### config.mk
export PLATFORM = sky130hd
export DESIGN_NAME = game_flow_ctrl_flat
export DESIGN_NICKNAME = d
export VERILOG_FILES = /design/src/rtl/game_flow_ctrl_if.sv /design/src/rtl/game_flow_ctrl.sv /design/src/flat_wrapper.sv
export SDC_FILE = /design/constraint.sdc
export NUM_CORES = 1
export LEC_CHECK = 0
export CORE_AREA = 4 4 115 117
export DETAILED_ROUTE_END_ITERATION = 16
export DIE_AREA = 0 0 119 121
export PLACE_DENSITY = 0.84
export SYNTH_ARGS = -nofsm -noshare
export SYNTH_HDL_FRONTEND = slang
export SYNTH_SLANG_ARGS = --single-unit
### constraint.sdc
create_clock -name CLOCK_50 -period 10.23 [get_ports CLOCK_50]
set_input_delay 2.046 -clock CLOCK_50 [delete_from_list [all_inputs] [get_ports CLOCK_50]]
set_output_delay 2.046 -clock CLOCK_50 [all_outputs]
set_load 0.01 [all_outputs]
### src/rtl/game_flow_ctrl_if.sv
// Signal bundle between the game sequencer and its neighbours: IR receiver,
// snake engine, display mux and score display.
interface game_flow_ctrl_if;
    logic [31:0] ir_word;
    logic        ir_valid;
    logic        game_over;
    logic        food_eaten;
    logic        step;
    logic        game_clear;
    logic [1:0]  dir;
    logic [1:0]  screen_sel;
    logic [7:0]  score;
    logic [7:0]  high_score;
    logic [3:0]  level;

    modport master (
        output ir_word, ir_valid, game_over, food_eaten,
        input  step, game_clear, dir, screen_sel, score, high_score, level
    );

    modport slave (
        input  ir_word, ir_valid, game_over, food_eaten,
        output step, game_clear, dir, screen_sel, score, high_score, level
    );
endinterface

### src/rtl/game_flow_ctrl.sv
// Snake game sequencer: decodes NEC remote commands, runs the START/PLAY/PAUSE/OVER
// screen flow, paces the snake with step pulses and keeps BCD score, high score and level.
module game_flow_ctrl #(
    parameter logic [31:0] STEP_DIV  = 32'd12_500_000,
    parameter logic [31:0] STEP_DEC  = 32'd1_000_000,
    parameter logic [31:0] STEP_MIN  = 32'd4_000_000,
    parameter logic [31:0] OVER_HOLD = 32'd50_000_000,
    parameter logic [15:0] IR_ADDR   = 16'h20DF,
    parameter logic [7:0]  KEY_OK    = 8'h22,
    parameter logic [7:0]  KEY_PAUSE = 8'hA8,
    parameter logic [7:0]  KEY_UP    = 8'h02,
    parameter logic [7:0]  KEY_DOWN  = 8'h82,
    parameter logic [7:0]  KEY_LEFT  = 8'hE0,
    parameter logic [7:0]  KEY_RIGHT = 8'h60
) (
    input logic             CLOCK_50,
    input logic             reset,
    game_flow_ctrl_if.slave ctrl
);

    typedef enum logic [2:0] {
        ST_START,
        ST_CLEAR,
        ST_PLAY,
        ST_PAUSE,
        ST_OVER
    } state_t;

    state_t      state_q, state_d;
    logic [31:0] stepCnt_q, stepCnt_d;
    logic [31:0] period_q, period_d;
    logic [31:0] hold_q, hold_d;
    logic [1:0]  dir_q, dir_d;
    logic [1:0]  pendDir_q, pendDir_d;
    logic [7:0]  score_q, score_d;
    logic [7:0]  highScore_q, highScore_d;
    logic [3:0]  level_q, level_d;
    logic [2:0]  foodCnt_q, foodCnt_d;
    logic [1:0]  screenSel_q, screenSel_d;

    logic        accepted;
    logic [7:0]  cmd;
    logic        keyOk, keyPause, keyDirValid, reversal, stepNow;
    logic [1:0]  keyDir;
    logic [31:0] levelDec, nextPeriod;

    // Saturating two-digit BCD increment; the score tops out at 99.
    function automatic logic [7:0] bcdInc(input logic [7:0] v);
        if (v == 8'h99)
            return v;
        if (v[3:0] == 4'd9)
            return {v[7:4] + 4'd1, 4'd0};
        return {v[7:4], v[3:0] + 4'd1};
    endfunction

    assign cmd      = ctrl.ir_word[15:8];
    assign accepted = ctrl.ir_valid && (ctrl.ir_word[31:16] == IR_ADDR)
                      && (ctrl.ir_word[15:8] == ~ctrl.ir_word[7:0]);
    assign keyOk    = accepted && (cmd == KEY_OK);
    assign keyPause = accepted && (cmd == KEY_PAUSE);
    assign stepNow  = (state_q == ST_PLAY) && (stepCnt_q == period_q - 32'd1);
    assign reversal = (keyDir[1] == dir_q[1]) && (keyDir != dir_q);

    always_comb begin
        keyDirValid = 1'b0;
        keyDir      = 2'd0;
        if (accepted) begin
            case (cmd)
                KEY_UP:    begin keyDirValid = 1'b1; keyDir = 2'd0; end
                KEY_DOWN:  begin keyDirValid = 1'b1; keyDir = 2'd1; end
                KEY_LEFT:  begin keyDirValid = 1'b1; keyDir = 2'd2; end
                KEY_RIGHT: begin keyDirValid = 1'b1; keyDir = 2'd3; end
                default:   begin keyDirValid = 1'b0; keyDir = 2'd0; end
            endcase
        end
    end

    // Period shrinks with level but never drops below the floor.
    always_comb begin
        levelDec = {28'd0, level_q} * STEP_DEC;
        if ((levelDec >= STEP_DIV) || ((STEP_DIV - levelDec) < STEP_MIN))
            nextPeriod = STEP_MIN;
        else
            nextPeriod = STEP_DIV - levelDec;
    end

    always_comb begin
        state_d     = state_q;
        stepCnt_d   = stepCnt_q;
        period_d    = period_q;
        hold_d      = hold_q;
        dir_d       = dir_q;
        pendDir_d   = pendDir_q;
        score_d     = score_q;
        highScore_d = highScore_q;
        level_d     = level_q;
        foodCnt_d   = foodCnt_q;

        case (state_q)
            ST_START: begin
                if (keyOk)
                    state_d = ST_CLEAR;
            end
            ST_CLEAR: begin
                state_d   = ST_PLAY;
                score_d   = 8'h00;
                level_d   = 4'd0;
                foodCnt_d = 3'd0;
                dir_d     = 2'd3;
                pendDir_d = 2'd3;
                stepCnt_d = 32'd0;
                period_d  = STEP_DIV;
            end
            ST_PLAY: begin
                if (stepNow) begin
                    stepCnt_d = 32'd0;
                    period_d  = nextPeriod;
                    dir_d     = pendDir_q;
                end else begin
                    stepCnt_d = stepCnt_q + 32'd1;
                end

                // A collision swallows any food or key arriving in the same cycle.
                if (ctrl.game_over) begin
                    state_d = ST_OVER;
                    hold_d  = OVER_HOLD;
                    if (score_q > highScore_q)
                        highScore_d = score_q;
                end else begin
                    if (ctrl.food_eaten) begin
                        score_d = bcdInc(score_q);
                        if (foodCnt_q == 3'd4) begin
                            foodCnt_d = 3'd0;
                            if (level_q != 4'd15)
                                level_d = level_q + 4'd1;
                        end else begin
                            foodCnt_d = foodCnt_q + 3'd1;
                        end
                    end
                    if (keyOk || keyPause)
                        state_d = ST_PAUSE;
                    else if (keyDirValid && !reversal)
                        pendDir_d = keyDir;
                end
            end
            ST_PAUSE: begin
                if (keyOk || keyPause)
                    state_d = ST_PLAY;
            end
            ST_OVER: begin
                if (hold_q != 32'd0)
                    hold_d = hold_q - 32'd1;
                else if (keyOk)
                    state_d = ST_START;
            end
            default: state_d = ST_START;
        endcase
    end

    always_comb begin
        screenSel_d = 2'd0;
        case (state_d)
            ST_START: screenSel_d = 2'd0;
            ST_CLEAR: screenSel_d = 2'd1;
            ST_PLAY:  screenSel_d = 2'd1;
            ST_PAUSE: screenSel_d = 2'd3;
            ST_OVER:  screenSel_d = 2'd2;
            default:  screenSel_d = 2'd0;
        endcase
    end

    always_ff @(posedge CLOCK_50) begin
        if (reset) begin
            state_q     <= ST_START;
            stepCnt_q   <= 32'd0;
            period_q    <= STEP_DIV;
            hold_q      <= 32'd0;
            dir_q       <= 2'd3;
            pendDir_q   <= 2'd3;
            score_q     <= 8'h00;
            highScore_q <= 8'h00;
            level_q     <= 4'd0;
            foodCnt_q   <= 3'd0;
            screenSel_q <= 2'd0;
        end else begin
            state_q     <= state_d;
            stepCnt_q   <= stepCnt_d;
            period_q    <= period_d;
            hold_q      <= hold_d;
            dir_q       <= dir_d;
            pendDir_q   <= pendDir_d;
            score_q     <= score_d;
            highScore_q <= highScore_d;
            level_q     <= level_d;
            foodCnt_q   <= foodCnt_d;
            screenSel_q <= screenSel_d;
        end
    end

    assign ctrl.step       = stepNow;
    assign ctrl.game_clear = (state_q == ST_CLEAR);
    assign ctrl.dir        = dir_q;
    assign ctrl.screen_sel = screenSel_q;
    assign ctrl.score      = score_q;
    assign ctrl.high_score = highScore_q;
    assign ctrl.level      = level_q;

endmodule

### src/flat_wrapper.sv
// flat-port wrapper written by rule: the top's interface ports become plain ports
module game_flow_ctrl_flat 
#(
    parameter logic [31:0] STEP_DIV  = 32'd12_500_000,
    parameter logic [31:0] STEP_DEC  = 32'd1_000_000,
    parameter logic [31:0] STEP_MIN  = 32'd4_000_000,
    parameter logic [31:0] OVER_HOLD = 32'd50_000_000,
    parameter logic [15:0] IR_ADDR   = 16'h20DF,
    parameter logic [7:0]  KEY_OK    = 8'h22,
    parameter logic [7:0]  KEY_PAUSE = 8'hA8,
    parameter logic [7:0]  KEY_UP    = 8'h02,
    parameter logic [7:0]  KEY_DOWN  = 8'h82,
    parameter logic [7:0]  KEY_LEFT  = 8'hE0,
    parameter logic [7:0]  KEY_RIGHT = 8'h60
)
  (CLOCK_50, reset, ctrl_ir_word, ctrl_ir_valid, ctrl_game_over, ctrl_food_eaten, ctrl_step, ctrl_game_clear, ctrl_dir, ctrl_screen_sel, ctrl_score, ctrl_high_score, ctrl_level);
  game_flow_ctrl_if ctrl_i ();
  input logic CLOCK_50;
  input logic reset;
  input wire logic [$bits(ctrl_i.ir_word)-1:0] ctrl_ir_word;
  input wire logic [$bits(ctrl_i.ir_valid)-1:0] ctrl_ir_valid;
  input wire logic [$bits(ctrl_i.game_over)-1:0] ctrl_game_over;
  input wire logic [$bits(ctrl_i.food_eaten)-1:0] ctrl_food_eaten;
  output wire logic [$bits(ctrl_i.step)-1:0] ctrl_step;
  output wire logic [$bits(ctrl_i.game_clear)-1:0] ctrl_game_clear;
  output wire logic [$bits(ctrl_i.dir)-1:0] ctrl_dir;
  output wire logic [$bits(ctrl_i.screen_sel)-1:0] ctrl_screen_sel;
  output wire logic [$bits(ctrl_i.score)-1:0] ctrl_score;
  output wire logic [$bits(ctrl_i.high_score)-1:0] ctrl_high_score;
  output wire logic [$bits(ctrl_i.level)-1:0] ctrl_level;
  assign ctrl_i.ir_word = ctrl_ir_word;
  assign ctrl_i.ir_valid = ctrl_ir_valid;
  assign ctrl_i.game_over = ctrl_game_over;
  assign ctrl_i.food_eaten = ctrl_food_eaten;
  assign ctrl_step = ctrl_i.step;
  assign ctrl_game_clear = ctrl_i.game_clear;
  assign ctrl_dir = ctrl_i.dir;
  assign ctrl_screen_sel = ctrl_i.screen_sel;
  assign ctrl_score = ctrl_i.score;
  assign ctrl_high_score = ctrl_i.high_score;
  assign ctrl_level = ctrl_i.level;
  game_flow_ctrl #(.STEP_DIV(STEP_DIV), .STEP_DEC(STEP_DEC), .STEP_MIN(STEP_MIN), .OVER_HOLD(OVER_HOLD), .IR_ADDR(IR_ADDR), .KEY_OK(KEY_OK), .KEY_PAUSE(KEY_PAUSE), .KEY_UP(KEY_UP), .KEY_DOWN(KEY_DOWN), .KEY_LEFT(KEY_LEFT), .KEY_RIGHT(KEY_RIGHT)) u_core (.CLOCK_50(CLOCK_50), .reset(reset), .ctrl(ctrl_i));
endmodule
# ---- Word-level counts from Yosys, hierarchy flattened
# Cells that the tools add are included.
dict set report totals {
  ff_bits 128
  latch_bits 0
  ramBits 0
  mem_bits_ro 0
  inputBits 37
  output_inout_bits 26
  word_cells 132
  mem_count 0
}
dict set report classes {
  n_addsub 8
  n_mul 1
  div 0
  order_cmp 3
  eq_ne 33
  shifts 0
  muxes 51
  bitwise 1
  n_reduce_logical 23
}
# cell n
set op_table {}
lappend op_table {{32-bit case mux with 2 select lines} 3}
lappend op_table {{32-bit two-way mux} 5}
lappend op_table {{32-bit by 1-bit subtractor with 32-bit output, second input constant} 2}
lappend op_table {{8-bit two-way mux} 6}
lappend op_table {{32-bit by 1-bit adder with 32-bit output, second input constant} 1}
lappend op_table {{32-bit == test} 1}
lappend op_table {{8-bit == test, second input constant} 4}
lappend op_table {{32-bit by 22-bit < comparator with 1-bit output, second input constant} 1}
lappend op_table {{32-bit nonzero test} 1}
lappend op_table {{3-bit two-way mux} 9}
lappend op_table {{24-bit by 24-bit subtractor with 25-bit output, first input constant} 1}
lappend op_table {{24-bit >= comparator, second input constant} 1}
lappend op_table {{4-bit by 14-bit multiplier with 18-bit output, second input constant} 1}
lappend op_table {{16-bit by 14-bit == test with 1-bit output, second input constant} 1}
lappend op_table {{4-bit two-way mux} 4}
lappend op_table {{2-bit inequality test, second input constant} 8}
lappend op_table {{8-bit case mux with 2 select lines} 1}
lappend op_table {{3-bit case mux with 5 select lines} 1}
lappend op_table {{4-bit by 1-bit adder with 4-bit output, second input constant} 3}
lappend op_table {{3-bit by 2-bit == test with 1-bit output, second input constant} 4}
lappend op_table {{2-bit case mux with 3 select lines} 2}
lappend op_table {{1-bit two-way mux} 11}
lappend op_table {{2-bit two-way mux} 5}
lappend op_table {{3-bit == test, second input constant} 3}
lappend op_table {{28 further kinds} 41}

# ---- Depth between registers and ports, before layout
dict set report logic_depth {
  ltp_word 14
  ltp_mapped 15
}

# ---- Least setup slack after synthesis
# Ideal clock, no wire load.
dict set report synth_path {
  path_type {reg2out}
  start {reg u_core.period_q[5]}
  end {out ctrl_step}
  arrival_ns 2.892
  t_required_ns 8.184
  slack_ns 5.292
  path_stages_with_launch 11
  n_path_buf 1
  cell_sequence {dfxtp_1 > inv_1 > ha_1 > or4b_1 > buf_2 > or3_4 > nor4_2 > o21ai_1 > a21o_1 > or4b_4 > nor4_1}
}
dict set report synth_between {
  elab_chain_cells 3
}
# item line
set synth_rtl {}
lappend synth_rtl {{start: declaration} game_flow_ctrl.sv:31} ;# logic [31:0] period_q, period_d;
lappend synth_rtl {{start signal: assignment} game_flow_ctrl.sv:188} ;# period_q <= period_d;
lappend synth_rtl {{32-bit by 1-bit subtractor with 32-bit output} game_flow_ctrl.sv:61} ;# assign stepNow = (state_q == ST_PLAY) && (stepCnt_q == period_q - 32'd1);
lappend synth_rtl {{32-bit == test} game_flow_ctrl.sv:61}
lappend synth_rtl {{1-bit logical AND} game_flow_ctrl.sv:61}
lappend synth_rtl {{end: declaration} flat_wrapper.sv:24} ;# output wire logic [$bits(ctrl_i.step)-1:0] ctrl_step;
# No other way between the ends.

# ---- Final worst setup path
# Same ends and word-level chain as after synthesis.

==> impl_metrics.toml <==
[outcome]
run_status = "finished, final reports clean"

[floorplanning]
die_w_um = 119
initial_core_util = 0.6231
rows = 41
die_area_mm2 = 0.01440
core_mm2 = 0.01236
dieHeight_um = 121
ios = 63

[synth]
syn_nets = 1056
synth-seq-cells = 116
syn_inst = 977
yosysSeqAreaShare = 0.3014
synth.cell_area_mm2 = 0.007704
yosysWarnings = 0
ys.flop_type = "dfxtp_1"
ys_types = 72
syn_area_per_cell_um2 = 7.885
synth_edf_count = 0
ys_async_sr_fraction = 0

[sta]
setup_viol = 0
fin_crit_sh = 0.5981
layout_setup_ws_ns = 4.111
slew_viol_final = 0
max_freq_ghz = 0.1634
finalSetupTns_ns = 0
final_hold_viol_count = 0
min_period_ns = 6.119
rsz0062_at_grt = "no"
slew_headroom = 0.3599
max_slew.worst_pin.slew_ns = 0.9544
skew_ns = 0.006979

[grt]
grt-ovfl-total = 0
grt_max_degree = 54
grt_usage = 0.2678
grt_pass1_vias = 6739
antenna_found_initial = 0
grt_pass1_wl_um = 31840

[power]
ir_drop_mv = 0.1210
p_seq_frac = 0.425
swShare = 0.2178
p_leak_nw = 3.461
power_frac_comb = 0.029
p_switching_uw = 231.4
p_int_uw = 831.2
power.density_mw_per_mm2 = 118.6
clkPwrFrac = 0.545

[finish]
layout_common_cells = "116 x dfxtp_1, 113 x nor2_1, 76 x nand2_1"
multiInputGateArea_mm2 = 0.005040
areaGrowthSynthToFinish_pct = 16.31
drive_gt1_frac = 0.04845
fin_nets = 1098
final_common_cell = "dfxtp_1"
n_antenna_cell = 0
fillCellCount = 979
seqCellArea_mm2 = 0.002322

[clock_network]
path_clk_slew_ns = 0.06
clock_path_buffers = 2
clk_latency_ns = 0.42
cts_buffers = 17
ctsRootBufferMaster = "clkbuf_16"
htreeDepth = 4
cts_setup_buffers = 0
ctsHoldBuffers = 0
cts_resized = 0
cts_tree = "built"
clock-sinks = 116

[routing]
wirelength_um = 18810
dr.pass1.iters = 5
drtIter0Drc = 564
ant_nets = 0
vias = 7163
wire_per_inst_um = 15.62
drc_errors = 0
viasPerCell = 5.949

[worst_setup_path]
end_kind = "output port"
setup.worst_path.start = "u_core.period_q[5]"
cp-start-kind = "register"
cp_max_fo = 10
rr_worst_depth = 13
crit_arrival_ns = 4.07
worst_ep_required_time_ns = 8.18
endpoint = "ctrl_step"
reg2reg_from = "u_core.ctrl.level[1]"
worstSetupPathType = "register to output port"
regToRegEndpoint = "u_core.period_q[12]"
r2r_slack_ns = 5.33

[placed_design]
dp_slack_ns = 4.604
hpwl_um = 13310
place.port_buffers = 62
gp_congestion = 0.8974

[job]
cap_violations = 0

[hold_path]
hold_path.class = "register to register"
-- cells by family (layout without fill, tap and decap cells) --
kind of cell    Yosys count  count (layout)  share of synthesized area
flops                   116             116                     0.3014
mux                      17              17                    0.02225
fa+ha+maj                42              42                    0.07309
compound gates          188             188                     0.1551
buf+inv                  83             138                    0.04499
xor+xnor                100             100                     0.1137
simple gates            431             431                     0.2894
-- flip-flops by register name, indices dropped and copies added, names as in the netlist --
name                    count
u_core.ctrl.dir             2
u_core.ctrl.high_score      8
u_core.ctrl.level           4
u_core.ctrl.score           8
u_core.ctrl.screen_sel      2
u_core.foodCnt_q            3
u_core.hold_q              32
u_core.pendDir_q            2
u_core.period_q            20
u_core.state_q              3
u_core.stepCnt_q           32
-- layout make-up --
class	instances	share of cell area
Sequential cell	116	0.2592
Timing Repair Buffer	68	0.07373
Clock inverter	12	0.01480
Multi-Input combinational cell	778	0.5625
Tap cell	172	0.02402
Clock buffer	20	0.04985
Inverter	38	0.01592
-- worst min-delay path by stage --
stage,endpoint,cells past startpoint,start
after CTS,u_core.pendDir_q[1],2,u_core.pendDir_q[1]
after detailed placement,u_core.pendDir_q[1],2,u_core.pendDir_q[1]
after global routing,u_core.foodCnt_q[1],2,u_core.foodCnt_q[1]
after global placement,u_core.hold_q[2],2,u_core.hold_q[2]
final,u_core.foodCnt_q[1],2,u_core.foodCnt_q[1]
after floorplan,u_core.hold_q[2],2,u_core.hold_q[2]
-- metal layers --
metal	vias to the layer above	wire length, um	GRT usage
met5	-	0	0
li1	3563	-	-
met4	0	426	0.1057
met1	3362	8486	0.3438
met3	30	1085	0.05175
met2	208	8808	0.4444
-- power groups by stage --
stage,clock [mW],combinational (mW),sequential (mW)
floorplan,0,0.0116,0.462
global placement,0,0.0309,0.462
detailed placement,0,0.0312,0.462
CTS,0.585,0.0314,0.452
global route,0.604,0.0340,0.452
finish,0.579,0.0313,0.452
-- per-stage QoR --
stage | instances | power, mW | util | hold WS [ns] | area [um^2]
floorplan | 977 | 0.4733 | - | 0.4439 | 7704
global placement | 1172 | 0.4926 | 0.6779 | 0.4571 | 8381
detailed placement | 1172 | 0.4929 | 0.6779 | 0.4674 | 8381
CTS | 1204 | 1.068 | 0.7247 | 0.4816 | 8960
global route | 1204 | 1.090 | 0.7247 | 0.5167 | 8960
finish | 1204 | 1.063 | 0.7247 | 0.4841 | 8960
-- Yosys cell counts, drive strengths merged (11+ instances only) --
cell,number,share of area
nand3,38,0.025
nand2,76,0.037
dfxtp,116,0.30
xor2,48,0.055
nor2,113,0.055
and2,12,0.0097
nor4,21,0.018
xnor2,52,0.059
and3,12,0.0097
nand4,21,0.017
a21o,17,0.017
nor3,49,0.032
a21oi,53,0.034
mux2i,16,0.021
nor3b,11,0.011
o21ai,55,0.036
nand2b,19,0.015
inv,36,0.018
clkbuf,36,0.018
ha,37,0.060
-- worst max-delay path, cell delays in order, from the launching register on --
cell and delay (ns):
dfxtp_1 0.35, inv_1 0.07, ha_1 0.22, or4b_1 0.63, or3_4 0.42, nor4_2 0.22, o21ai_1 0.11, a21o_1 0.19
or4b_4 0.56, nor4_1 0.27, clkdlybuf4s50_1 0.61
Power figures use the tool's default switching activity.
